==> config.mk <==
export PLATFORM = sky130hd
export DESIGN_NAME = fast_field_framer
export DESIGN_NICKNAME = d
export VERILOG_FILES = /design/src/rtl/fast_field_framer_pkg.sv /design/src/rtl/fast_field_framer.sv
export SDC_FILE = /design/constraint.sdc
export NUM_CORES = 1
export LEC_CHECK = 0
export CORE_ASPECT_RATIO = 0.7
export CORE_MARGIN = 1.5
export CORE_UTILIZATION = 50
export DETAILED_ROUTE_END_ITERATION = 10
export PLACE_DENSITY = 0.85
export SYNTH_ARGS = -nofsm -noshare
export SYNTH_HDL_FRONTEND = slang
export SYNTH_SLANG_ARGS = --single-unit
==> constraint.sdc <==
create_clock -name clk -period 2.8 [get_ports clk]
set_clock_uncertainty 0.1 [all_clocks]
set_input_delay 0.42 -clock clk [delete_from_list [all_inputs] [get_ports clk]]
set_output_delay 0.42 -clock clk [all_outputs]
set_load 0.1 [all_outputs]
==> src/rtl/fast_field_framer_pkg.sv <==
// fast_pkg: shared types and constants for the FAST field framer
// Contents: default field length, byte type, stop-bit position, framer state enum.
package fast_pkg;
   localparam int MAX_BYTES_DEF = 10;
   localparam int STOP_BIT = 7;
   typedef logic [7:0] fast_byte_t;
   typedef enum logic [1:0] {COLLECT, HOLD, DRAIN} framer_state_t;
endpackage

==> src/rtl/fast_field_framer.sv <==
// fast_field_framer: splits a FAST byte stream into stop-bit delimited fields
// Ports:
//   clk, rst                 - clock, synchronous active-high reset
//   s_valid/s_ready/s_data/s_last - input byte stream (s_data[7] is the stop bit)
//   m_valid/m_ready          - field handshake towards the integer decoder
//   m_bytes, m_count, m_last - field bytes (index 0 first), byte count, message-end flag
//   err_overlong, err_trunc  - one-cycle error pulses
//   field_cnt, err_cnt       - saturating statistics, only with FAST_FRAMER_STATS_EN defined
module fast_field_framer
   import fast_pkg::*;
#(
   parameter int MAX_BYTES = MAX_BYTES_DEF,
   parameter int CNT_W = $clog2(MAX_BYTES) + 1
) (
   input  logic                        clk,
   input  logic                        rst,
   input  logic                        s_valid,
   output logic                        s_ready,
   input  logic [7:0]                  s_data,
   input  logic                        s_last,
   output logic                        m_valid,
   input  logic                        m_ready,
   output logic [MAX_BYTES-1:0][7:0]   m_bytes,
   output logic [CNT_W-1:0]            m_count,
   output logic                        m_last,
   output logic                        err_overlong,
   output logic                        err_trunc
`ifdef FAST_FRAMER_STATS_EN
   ,
   output logic [31:0]                 field_cnt,
   output logic [15:0]                 err_cnt
`endif
);
   framer_state_t                state;
   logic [CNT_W-1:0]             wr_idx;
   fast_byte_t [MAX_BYTES-1:0]   buf_q;
   fast_byte_t [MAX_BYTES-1:0]   merged;
   logic                         acc;
   logic                         stop;
   // In HOLD the input only advances when the held field is taken, so
   // s_ready depends on m_ready and state only, never on s_data.
   assign s_ready = !rst && ((state == HOLD) ? m_ready : 1'b1);
   assign acc = s_valid && s_ready;
   assign stop = s_data[STOP_BIT];
   always_comb begin
      merged = buf_q;
      for (int i = 0; i < MAX_BYTES; i++)
         merged[i] = (wr_idx == CNT_W'(i)) ? s_data : buf_q[i];
   end
   always_ff @(posedge clk) begin
      err_overlong <= 1'b0;
      err_trunc <= 1'b0;
      if (rst) begin
         state <= COLLECT;
         wr_idx <= '0;
         buf_q <= '0;
         m_valid <= 1'b0;
         m_bytes <= '0;
         m_count <= '0;
         m_last <= 1'b0;
      end else if (state == COLLECT) begin
         if (acc) begin
            if (stop) begin
               m_bytes <= merged;
               m_count <= wr_idx + CNT_W'(1);
               m_last <= s_last;
               m_valid <= 1'b1;
               wr_idx <= '0;
               buf_q <= '0;
               state <= HOLD;
            end else if (wr_idx == CNT_W'(MAX_BYTES - 1)) begin
               // An overlong byte that also ends the message leaves nothing to drain.
               err_overlong <= 1'b1;
               wr_idx <= '0;
               buf_q <= '0;
               state <= s_last ? COLLECT : DRAIN;
            end else if (s_last) begin
               err_trunc <= 1'b1;
               wr_idx <= '0;
               buf_q <= '0;
            end else begin
               buf_q <= merged;
               wr_idx <= wr_idx + CNT_W'(1);
            end
         end
      end else if (state == HOLD) begin
         if (m_ready) begin
            if (acc && stop) begin
               m_bytes <= '0;
               m_bytes[0] <= s_data;
               m_count <= CNT_W'(1);
               m_last <= s_last;
            end else begin
               m_valid <= 1'b0;
               state <= COLLECT;
               if (acc && s_last) begin
                  err_trunc <= 1'b1;
               end else if (acc) begin
                  buf_q[0] <= s_data;
                  wr_idx <= CNT_W'(1);
               end
            end
         end
      end else begin
         if (acc && (stop || s_last))
            state <= COLLECT;
      end
   end
`ifdef FAST_FRAMER_STATS_EN
   always_ff @(posedge clk) begin
      if (rst) begin
         field_cnt <= '0;
         err_cnt <= '0;
      end else begin
         if (m_valid && m_ready && field_cnt != '1)
            field_cnt <= field_cnt + 32'd1;
         if ((err_overlong || err_trunc) && err_cnt != '1)
            err_cnt <= err_cnt + 16'd1;
      end
   end
`endif
endmodule

==> results of run 1 <==
## layout make-up
class | count | area share [%]
Clock buffer | 18 | 4.90
Inverter | 6 | 0.257
Multi-Input combinational cell | 480 | 38.5
Tap cell | 190 | 2.72
Timing Repair Buffer | 129 | 11.8
Clock inverter | 14 | 1.47
Sequential cell | 176 | 40.3
## per-stage QoR
| stage | hold slack [ns] | std cells |
|---|---|---|
| after CTS | 0.348 | 1013 |
| final | 0.350 | 1013 |
| after detailed placement | 0.340 | 981 |
| after floorplan | 0.324 | 730 |
| after global routing | 0.358 | 1013 |
| after global placement | 0.336 | 981 |
## where the power goes
group / switching (W) / internal, W
Sequential: 0.0000185 / 0.00252
Clock: 0.00104 / 0.00124
Combinational: 0.000305 / 0.000110
Total: 0.00136 / 0.00387
## metal layers
metal	GRT usage, %	wire, um
met5	0	0
met4	8.78	294
met3	5.53	1660
met2	35.0	7390
met1	35.1	8480
## worst max path at each step
stage / cells after the start / to / from / slack (ns)
final: 4 / s_ready / state[0] / 0.34
after global routing: 4 / buf_q[44] / wr_idx[4] / 0.22
after CTS: 4 / s_ready / state[0] / 0.34
after detailed placement: 6 / buf_q[44] / s_data[7] / 0.09
after global placement: 6 / buf_q[47] / s_data[7] / 0.14
after floorplan: 4 / s_ready / rst / 0.01
## critical path: cells and delay by family, from the launching register on
kind / cells / cell delay, ns
buf+inv: 2 / 0.35
flops: 1 / 0.53
simple gates: 2 / 0.63
## kinds of logic after synthesis
family                   count (synthesis)  share of synthesized area [%]
flip-flops                             176                           49.0
buffers and inverters                   74                           4.96
AND/OR/NAND/NOR                        223                           16.4
AO/OA/AOI/OAI                          177                           18.0
XOR/XNOR                                 3                          0.365
adder cells (fa/ha/maj)                  4                          0.696
multiplexers                            73                           10.6
## cells in the mapped netlist (2+ instances only)
cell type,count
xor2_1,3
buf_1,3
o211ai_1,3
nor4b_1,4
nor4_4,2
inv_2,2
nand2b_1,3
o32ai_1,3
clkbuf_1,38
mux2_2,24
o31a_1,8
buf_2,18
nor3b_1,3
o21ai_0,51
dfxtp_1,176
inv_1,4
o21ai_1,4
or2_2,2
o21a_1,2
a31oi_1,2
nand3_1,57
buf_6,6
a22o_1,36
a21oi_1,18
nor4b_4,4
nor4_1,2
nor2_1,22
and3_1,2
a31o_2,8
a311oi_1,8
buf_4,3
ha_1,4
nor3_1,13
o2bb2ai_1,7
and2_1,17
mux2i_1,49
a32o_1,24
nor2b_1,4
nand2_1,82
## state kept, by name (all words and copies together) (netlist names)
name,flops
wr_idx,5
m_count,5
state,2
m_last,1
buf_q,80
err_trunc,1
m_bytes,80
m_valid,1
err_overlong,1
==> reports/results.txt, run 1 <==
Outcome -> complete, no violations
DR vias -> 5,894
Detail Placement HPWL -> 11,600 um
CTS tree -> built
Fin util -> 62.7%
Worst-Skew Late Latency -> 0.43 ns
Largest area contributor in the netlist -> dfxtp_1
Total Wirelength -> 17,800 um
Die width -> 146 um
Antenna-violating nets left -> 0
N_diodes -> 0
Fmax -> 406 MHz
Rel. slew slack -> 26.4%
R2R Path End -> buf_q[47]
GRT overflow -> 0
Max IR drop VDD -> 0.000451 V
Register area -> 3520 um2
Worst-margin pin slew -> 1.10 ns
Lkg Pwr -> 3.38 nW
Maximum capacitance violations -> 0
Initial antenna violation count -> 0
Power density over the cells -> 597 nW/um2
Most frequent cells in the layout -> 176 x dfxtp_1, 114 x buf_4, 82 x nand2_1
Reg2Reg Depth -> 4
CTS Root Buffer Type -> clkbuf_16
Post-Syn Area per Cell -> 9.86 um2
FF+latch count, synth -> 176
Post-route DRC violation count -> 0
I/O pin total -> 103
Post-synth ARST share -> 0%
Cts hold-fix bufs -> 0
Filler instances -> 1,124
Share of the synthesized area in the top cell type -> 49.0%
Die Footprint -> 15,100 um2
Internal reg-to-reg setup slack -> 0.35 ns
Clock net sink count -> 176
Post-synth EDFFs -> 0
Synthesis-to-finish area growth -> 21.6%
Pre-CTS WS -> 0.0947 ns
Starting density of the core -> 51.5%
Unrepaired setup endpoints after global routing -> no
First-pass DRT Iterations -> 5
Cell row count -> 36
Avg Vias per Cell -> 5.82
WHS Path Cells -> 1
Area of the multi-input gates -> 3370 um2
Post-Route Setup TNS -> 0 ns
Post-placement cell area -> 8190 um2
Global-route wire length before repair -> 28,600 um
Fin crit share -> 87.9%
Fin nets -> 827
Postcts setup bufs -> 0
Fin area -> 8750 um2
Final Power -> 0.00523 W
Crit path largest cell delay -> 0.53 ns
Vias in the first global route -> 5,343
CP cell instances -> inv_1, nor3_1, nor2_1, buf_12
Syn nets -> 747
Worst-path clk slew -> 0.06 ns
Hold Path End -> buf_q[7]
HP Class -> reg2reg
CTS resizes -> 0
Crit-path slowest cell -> dfxtp_1
Dominant register cell in the synthesized netlist -> dfxtp_1
Fin crit period -> 2.46 ns
Chip height -> 103 um
Sequential-to-total area share from yosys stat -> 49.0%
H-tree levels -> 4
Worst R2R Start -> wr_idx[4]
Commonest non-fill, non-tap cell in the layout -> dfxtp_1
Critical Path End Type -> primary output
Maximum root-to-sink buffer count -> 2
Largest net degree at the start of global routing -> 43
Worst-path fanout max -> 10
YS warnings -> 0
Setup ws final -> 0.339 ns
Post-Synthesis Cell Area -> 7200 um2
Slew Limit Fails -> 0
# setup viols final -> 0
Worst path arrival time -> 1.94 ns
Ranking of synthesized cells by area -> dfxtp_1 49%, mux2i_1 6.8%, a22o_1 4.4%
Synth Instances -> 730
Core Region -> 14,000 um2
Avg WL per Cell -> 17.6 um
Startpoint Class -> flip-flop
Buffers added on ports -> 102
Iteration-0 DRC count of the detailed router -> 504
Routability cong. -> 0.809
Fraction of layout cells with a size suffix above 1 -> 24.3%
TritonCTS Buffers -> 17
Yosys cell types -> 48
Crit Path Category -> reg2out
All-Layer GR Usage -> 24.1%
Hold Fails Final Rpt -> 0
Hold Startpoint -> buf_q[7]
Worst Path Required -> 2.28 ns
(Power assumes the default switching activity.)
==> run 2, diff against run 1 <==
--- a/config.mk
+++ b/config.mk
@@ -7,9 +7,10 @@
 export LEC_CHECK = 0
 export CORE_ASPECT_RATIO = 0.7
 export CORE_MARGIN = 1.5
-export CORE_UTILIZATION = 50
+export CORE_UTILIZATION = 58
 export DETAILED_ROUTE_END_ITERATION = 10
-export PLACE_DENSITY = 0.85
+export PLACE_DENSITY = 0.95
+export SLEW_MARGIN = 30
 export SYNTH_ARGS = -nofsm -noshare
 export SYNTH_HDL_FRONTEND = slang
 export SYNTH_SLANG_ARGS = --single-unit
==> reports/results.txt, run 2 (synthesis results as in run 1) <==
Outcome -> complete, no violations
CTS resizes -> 0
All-Layer GR Usage -> 30.4%
Most frequent cells in the layout -> 176 x dfxtp_1, 116 x buf_4, 82 x nand2_1
HP Class -> reg2reg
Fin crit share -> 90.6%
Starting density of the core -> 60.5%
H-tree levels -> 4
Fraction of layout cells with a size suffix above 1 -> 24.5%
DR vias -> 6,195
Synthesis-to-finish area growth -> 21.4%
Postcts setup bufs -> 0
Routability cong. -> 0.887
Area of the multi-input gates -> 3370 um2
CP cell instances -> nand4bb_1, nand3_1, o21ai_1, and2_1
Avg WL per Cell -> 19.8 um
Clock net sink count -> 176
Crit-path slowest cell -> dfxtp_1
Worst R2R Start -> wr_idx[4]
CTS tree -> built
I/O pin total -> 103
Avg Vias per Cell -> 6.31
Initial antenna violation count -> 0
Cell row count -> 33
Post-Route Setup TNS -> 0 ns
Fmax -> 394 MHz
Top Registers -> buf_q x80, m_bytes x80
TritonCTS Buffers -> 17
Lkg Pwr -> 3.39 nW
Critical Path End Type -> flip-flop
Pre-CTS WS -> 0.0944 ns
Total Wirelength -> 19,500 um
Worst-Skew Late Latency -> 0.43 ns
CTS Root Buffer Type -> clkbuf_16
Worst-path fanout max -> 14
GRT overflow -> 0
Hold Fails Final Rpt -> 0
Register area -> 3520 um2
Maximum capacitance violations -> 0
Die width -> 136 um
First-pass DRT Iterations -> 6
Antenna-violating nets left -> 0
Fin crit period -> 2.54 ns
Post-placement cell area -> 8140 um2
Die Footprint -> 13,100 um2
Worst-path clk slew -> 0.07 ns
Max IR drop VDD -> 0.000462 V
Buffers added on ports -> 102
Unrepaired setup endpoints after global routing -> no
Worst path arrival time -> 2.81 ns
Slew Limit Fails -> 0
Core Region -> 11,900 um2
Chip height -> 96.2 um
Worst Path Required -> 3.07 ns
Worst-margin pin slew -> 0.853 ns
Crit path largest cell delay -> 0.88 ns
Cts hold-fix bufs -> 0
N_diodes -> 0
Commonest non-fill, non-tap cell in the layout -> dfxtp_1
Global-route wire length before repair -> 30,300 um
Power density over the cells -> 614 nW/um2
Largest net degree at the start of global routing -> 45
Fin nets -> 828
Fin area -> 8740 um2
Crit Path Category -> reg2reg
Iteration-0 DRC count of the detailed router -> 533
Detail Placement HPWL -> 12,700 um
Post-route DRC violation count -> 0
Startpoint Class -> flip-flop
Rel. slew slack -> 43.1%
Filler instances -> 766
Setup ws final -> 0.264 ns
Crit path launch -> wr_idx[4]
Hold Startpoint -> m_bytes[18]
Internal reg-to-reg setup slack -> 0.26 ns
Vias in the first global route -> 5,865
# setup viols final -> 0
Maximum root-to-sink buffer count -> 2
## run 2: changes by cell type in the layout (fill, tap and decap cells not counted), sizes merged
cell      before  now
clkbuf        18   17
inv           11   14
buf          117  118
clkinv         6    2
bufinv         1    2
clkinvlp       2    3
## run 2: worst paths after layout
path | end | cells after the start
worst max-delay path | buf_q[63] | 4
worst min-delay path | m_bytes[18] | 2
worst max register to register | buf_q[63] | 4
worst min register to register | m_bytes[18] | 2
## run 2: final cells by class
cell class	count	share of cell area, %
sequential	176	40.3
multi-input combinational	480	38.6
timing repair buffer	130	11.7
clock buffer	17	4.87
tap	157	2.25
clock inverter	15	1.96
inverter	6	0.258
## run 2: metrics by stage
step / utilization (%) / hold slack (ns) / std cells / total power, W
finish: 73.5 / 0.362 / 981 / 0.00536
detailed placement: 68.5 / 0.348 / 949 / 0.00300
CTS: 73.5 / 0.365 / 981 / 0.00537
global placement: 68.3 / 0.334 / 948 / 0.00298
floorplan: - / 0.324 / 730 / 0.00287
global route: 73.5 / 0.371 / 981 / 0.00549
## run 2: routing by layer
metal	vias up	share of wire (%)	track usage, %
met5	-	0	0
met3	80	8.0	7.42
met1	2983	42	39.0
met4	0	3.6	14.4
met2	310	47	48.6
li1	2822	-	-
## run 2: report_power, final
part / internal, W / leakage [nW] / total [W] / switching (W)
combinational: 0.000112 / 1.69 / 0.000426 / 0.000315
sequential: 0.00252 / 1.42 / 0.00254 / 0.0000176
clock: 0.00134 / 0.286 / 0.00240 / 0.00106
total: 0.00397 / 3.39 / 0.00536 / 0.00139
## run 2: critical path, delay by kind of cell, from the launching register on
kind,cells,cell delay (ns)
flops,1,0.88
simple gates,3,0.92
compound gates,1,0.57
==> run 3, diff against run 2 <==
--- a/config.mk
+++ b/config.mk
@@ -7,9 +7,9 @@
 export LEC_CHECK = 0
 export CORE_ASPECT_RATIO = 0.7
 export CORE_MARGIN = 1.5
-export CORE_UTILIZATION = 58
+export CORE_UTILIZATION = 45
 export DETAILED_ROUTE_END_ITERATION = 10
-export PLACE_DENSITY = 0.95
+export PLACE_DENSITY = 0.79
 export SLEW_MARGIN = 30
 export SYNTH_ARGS = -nofsm -noshare
 export SYNTH_HDL_FRONTEND = slang
==> constraint.sdc (replaced) <==
create_clock -name clk -period 3.3 [get_ports clk]
set_clock_uncertainty 0.1 [all_clocks]
set_input_delay 0.495 -clock clk [delete_from_list [all_inputs] [get_ports clk]]
set_output_delay 0.495 -clock clk [all_outputs]
set_load 0.1 [all_outputs]
==> reports/results.txt, run 3 (synthesis results as in run 1) <==
Outcome -> complete, no violations
All-Layer GR Usage -> 21.9%
R2R Path End -> buf_q[44]
CTS resizes -> 0
CP cell instances -> inv_1, nor3_1, nor2_1, buf_12
Hold Path End -> buf_q[7]
Top Registers -> buf_q x80, m_bytes x80
Initial antenna violation count -> 0
Routability cong. -> 0.842
GRT met1 Usage -> 32.6%
Worst R2R Start -> wr_idx[4]
Maximum capacitance violations -> 0
M2 GR Usage -> 31.7%
WHS Path Cells -> 1
Lkg Pwr -> 3.33 nW
Reg2Reg Depth -> 4
# setup viols final -> 0
H-tree levels -> 4
Worst-Skew Late Latency -> 0.42 ns
Cts hold-fix bufs -> 0
GRT overflow -> 0
I/O pin total -> 103
Fmax -> 399 MHz
Avg Vias per Cell -> 5.77
Worst path arrival time -> 1.91 ns
Fin nets -> 817
Starting density of the core -> 46.3%
N_diodes -> 0
Crit Path Category -> reg2out
Hold Fails Final Rpt -> 0
Postcts setup bufs -> 0
Fin crit share -> 75.9%
Detail Placement HPWL -> 11,400 um
Startpoint Class -> flip-flop
GR Util met3 -> 4.25%
GRT busiest layer -> met1
Placed cells -> 981
CTS tree -> built
Clock network fraction of total power -> 44.6%
TritonCTS Buffers -> 17
Fin cells -> 1,012
Die width -> 154 um
Rel. slew slack -> 35.4%
Largest net degree at the start of global routing -> 53
Filler instances -> 1,332
Die Footprint -> 16,800 um2
Iteration-0 DRC count of the detailed router -> 472
Clock net sink count -> 176
Fin crit period -> 2.50 ns
Max IR drop VDD -> 0.000307 V
Sw frac -> 25.6%
Critical Path End Type -> primary output
Cell row count -> 38
Worst-margin pin slew -> 0.966 ns
Chip height -> 109 um
Crit-path slowest cell -> dfxtp_1
Fraction of layout cells with a size suffix above 1 -> 22.8%
Total Wirelength -> 17,800 um
Post-route DRC violation count -> 0
First-pass DRT Iterations -> 6
Global-route wire length before repair -> 28,700 um
Switching power -> 0.00115 W
Seq pwr share -> 47.9%
Comb pwr share -> 7.5%
Worst-path clk slew -> 0.06 ns
Commonest non-fill, non-tap cell in the layout -> dfxtp_1
DR vias -> 5,837
Buffers added on ports -> 102
Antenna-violating nets left -> 0
HP Class -> reg2reg
Unrepaired setup endpoints after global routing -> no
Power density over the cells -> 517 nW/um2
Avg WL per Cell -> 17.6 um
Maximum root-to-sink buffer count -> 2
Worst Path Required -> 2.70 ns
Slew Limit Fails -> 0
Synthesis-to-finish area growth -> 20.8%
Hold Startpoint -> buf_q[7]
Core Region -> 15,500 um2
Post-Route Setup TNS -> 0 ns
Most frequent cells in the layout -> 176 x dfxtp_1, 102 x buf_4, 82 x nand2_1
Pint -> 0.00335 W
Vias in the first global route -> 5,204
Crit path largest cell delay -> 0.56 ns
CTS Root Buffer Type -> clkbuf_16
Internal reg-to-reg setup slack -> 0.86 ns
Worst-path fanout max -> 10
## run 3: changes by cell type in the layout (fill, tap and decap cells not counted), sizes merged
cell	previous run	this run
buf	118	103
clkbuf	17	18
clkdlybuf4s50	12	16
clkinv	2	6
clkinvlp	3	0
inv	14	11
## run 3: worst max-delay path by stage
stage,from,to,slack [ns],cells past startpoint
2_1_floorplan,rst,s_ready,0.36,4
3_3_place_gp,s_data[7],buf_q[37],0.61,6
3_5_place_dp,s_data[7],buf_q[34],0.48,6
4_1_cts,state[0],s_ready,0.79,4
5_1_grt,state[0],s_ready,0.65,4
6_report,state[0],s_ready,0.80,4
## run 3: metal layers
| layer | part of all wire (%) | vias up | wire length, um |
|---|---|---|---|
| met3 | 7.4 | 19 | 1310 |
| met2 | 42 | 250 | 7450 |
| met4 | 0.84 | 0 | 150 |
| met1 | 50 | 2766 | 8880 |
| met5 | 0 | - | 0 |
| li1 | - | 2802 | - |
## run 3: power groups by stage
stage               combinational (W)  clock [W]  sequential [W]
finish                       0.000339    0.00201         0.00215
global route                 0.000363    0.00213         0.00215
CTS                          0.000337    0.00203         0.00215
detailed placement           0.000335          0         0.00220
global placement             0.000332          0         0.00220
floorplan                    0.000182          0         0.00225
## run 3: worst max-delay path: cells and delay by family, from the launching register on
kind | cells | cell delay, ns
AND/OR/NAND/NOR | 2 | 0.57
flip-flops | 1 | 0.56
buffers and inverters | 2 | 0.35
## run 3: metrics by stage
stage | power, W | utilization [%] | hold slack, ns | area, um2 | setup slack, ns
5_1_grt | 0.00464 | 55.9 | 0.367 | 8700 | 0.653
4_1_cts | 0.00452 | 55.9 | 0.348 | 8700 | 0.791
6_report | 0.00450 | 55.9 | 0.348 | 8700 | 0.796
2_1_floorplan | 0.00244 | - | 0.324 | 7200 | 0.361
3_3_place_gp | 0.00253 | 52.2 | 0.331 | 8120 | 0.609
3_5_place_dp | 0.00254 | 52.2 | 0.339 | 8120 | 0.476
## run 3: cell type report
cell class                 instances  area (um2)  area share [%]
clock inverter                    13         151            1.74
clock buffer                      18         429            4.94
timing repair buffer             119         946            10.9
multi-input combinational        480        3370            38.8
sequential                       176        3520            40.5
tap                              200         250            2.88
inverter                           6        22.5           0.259
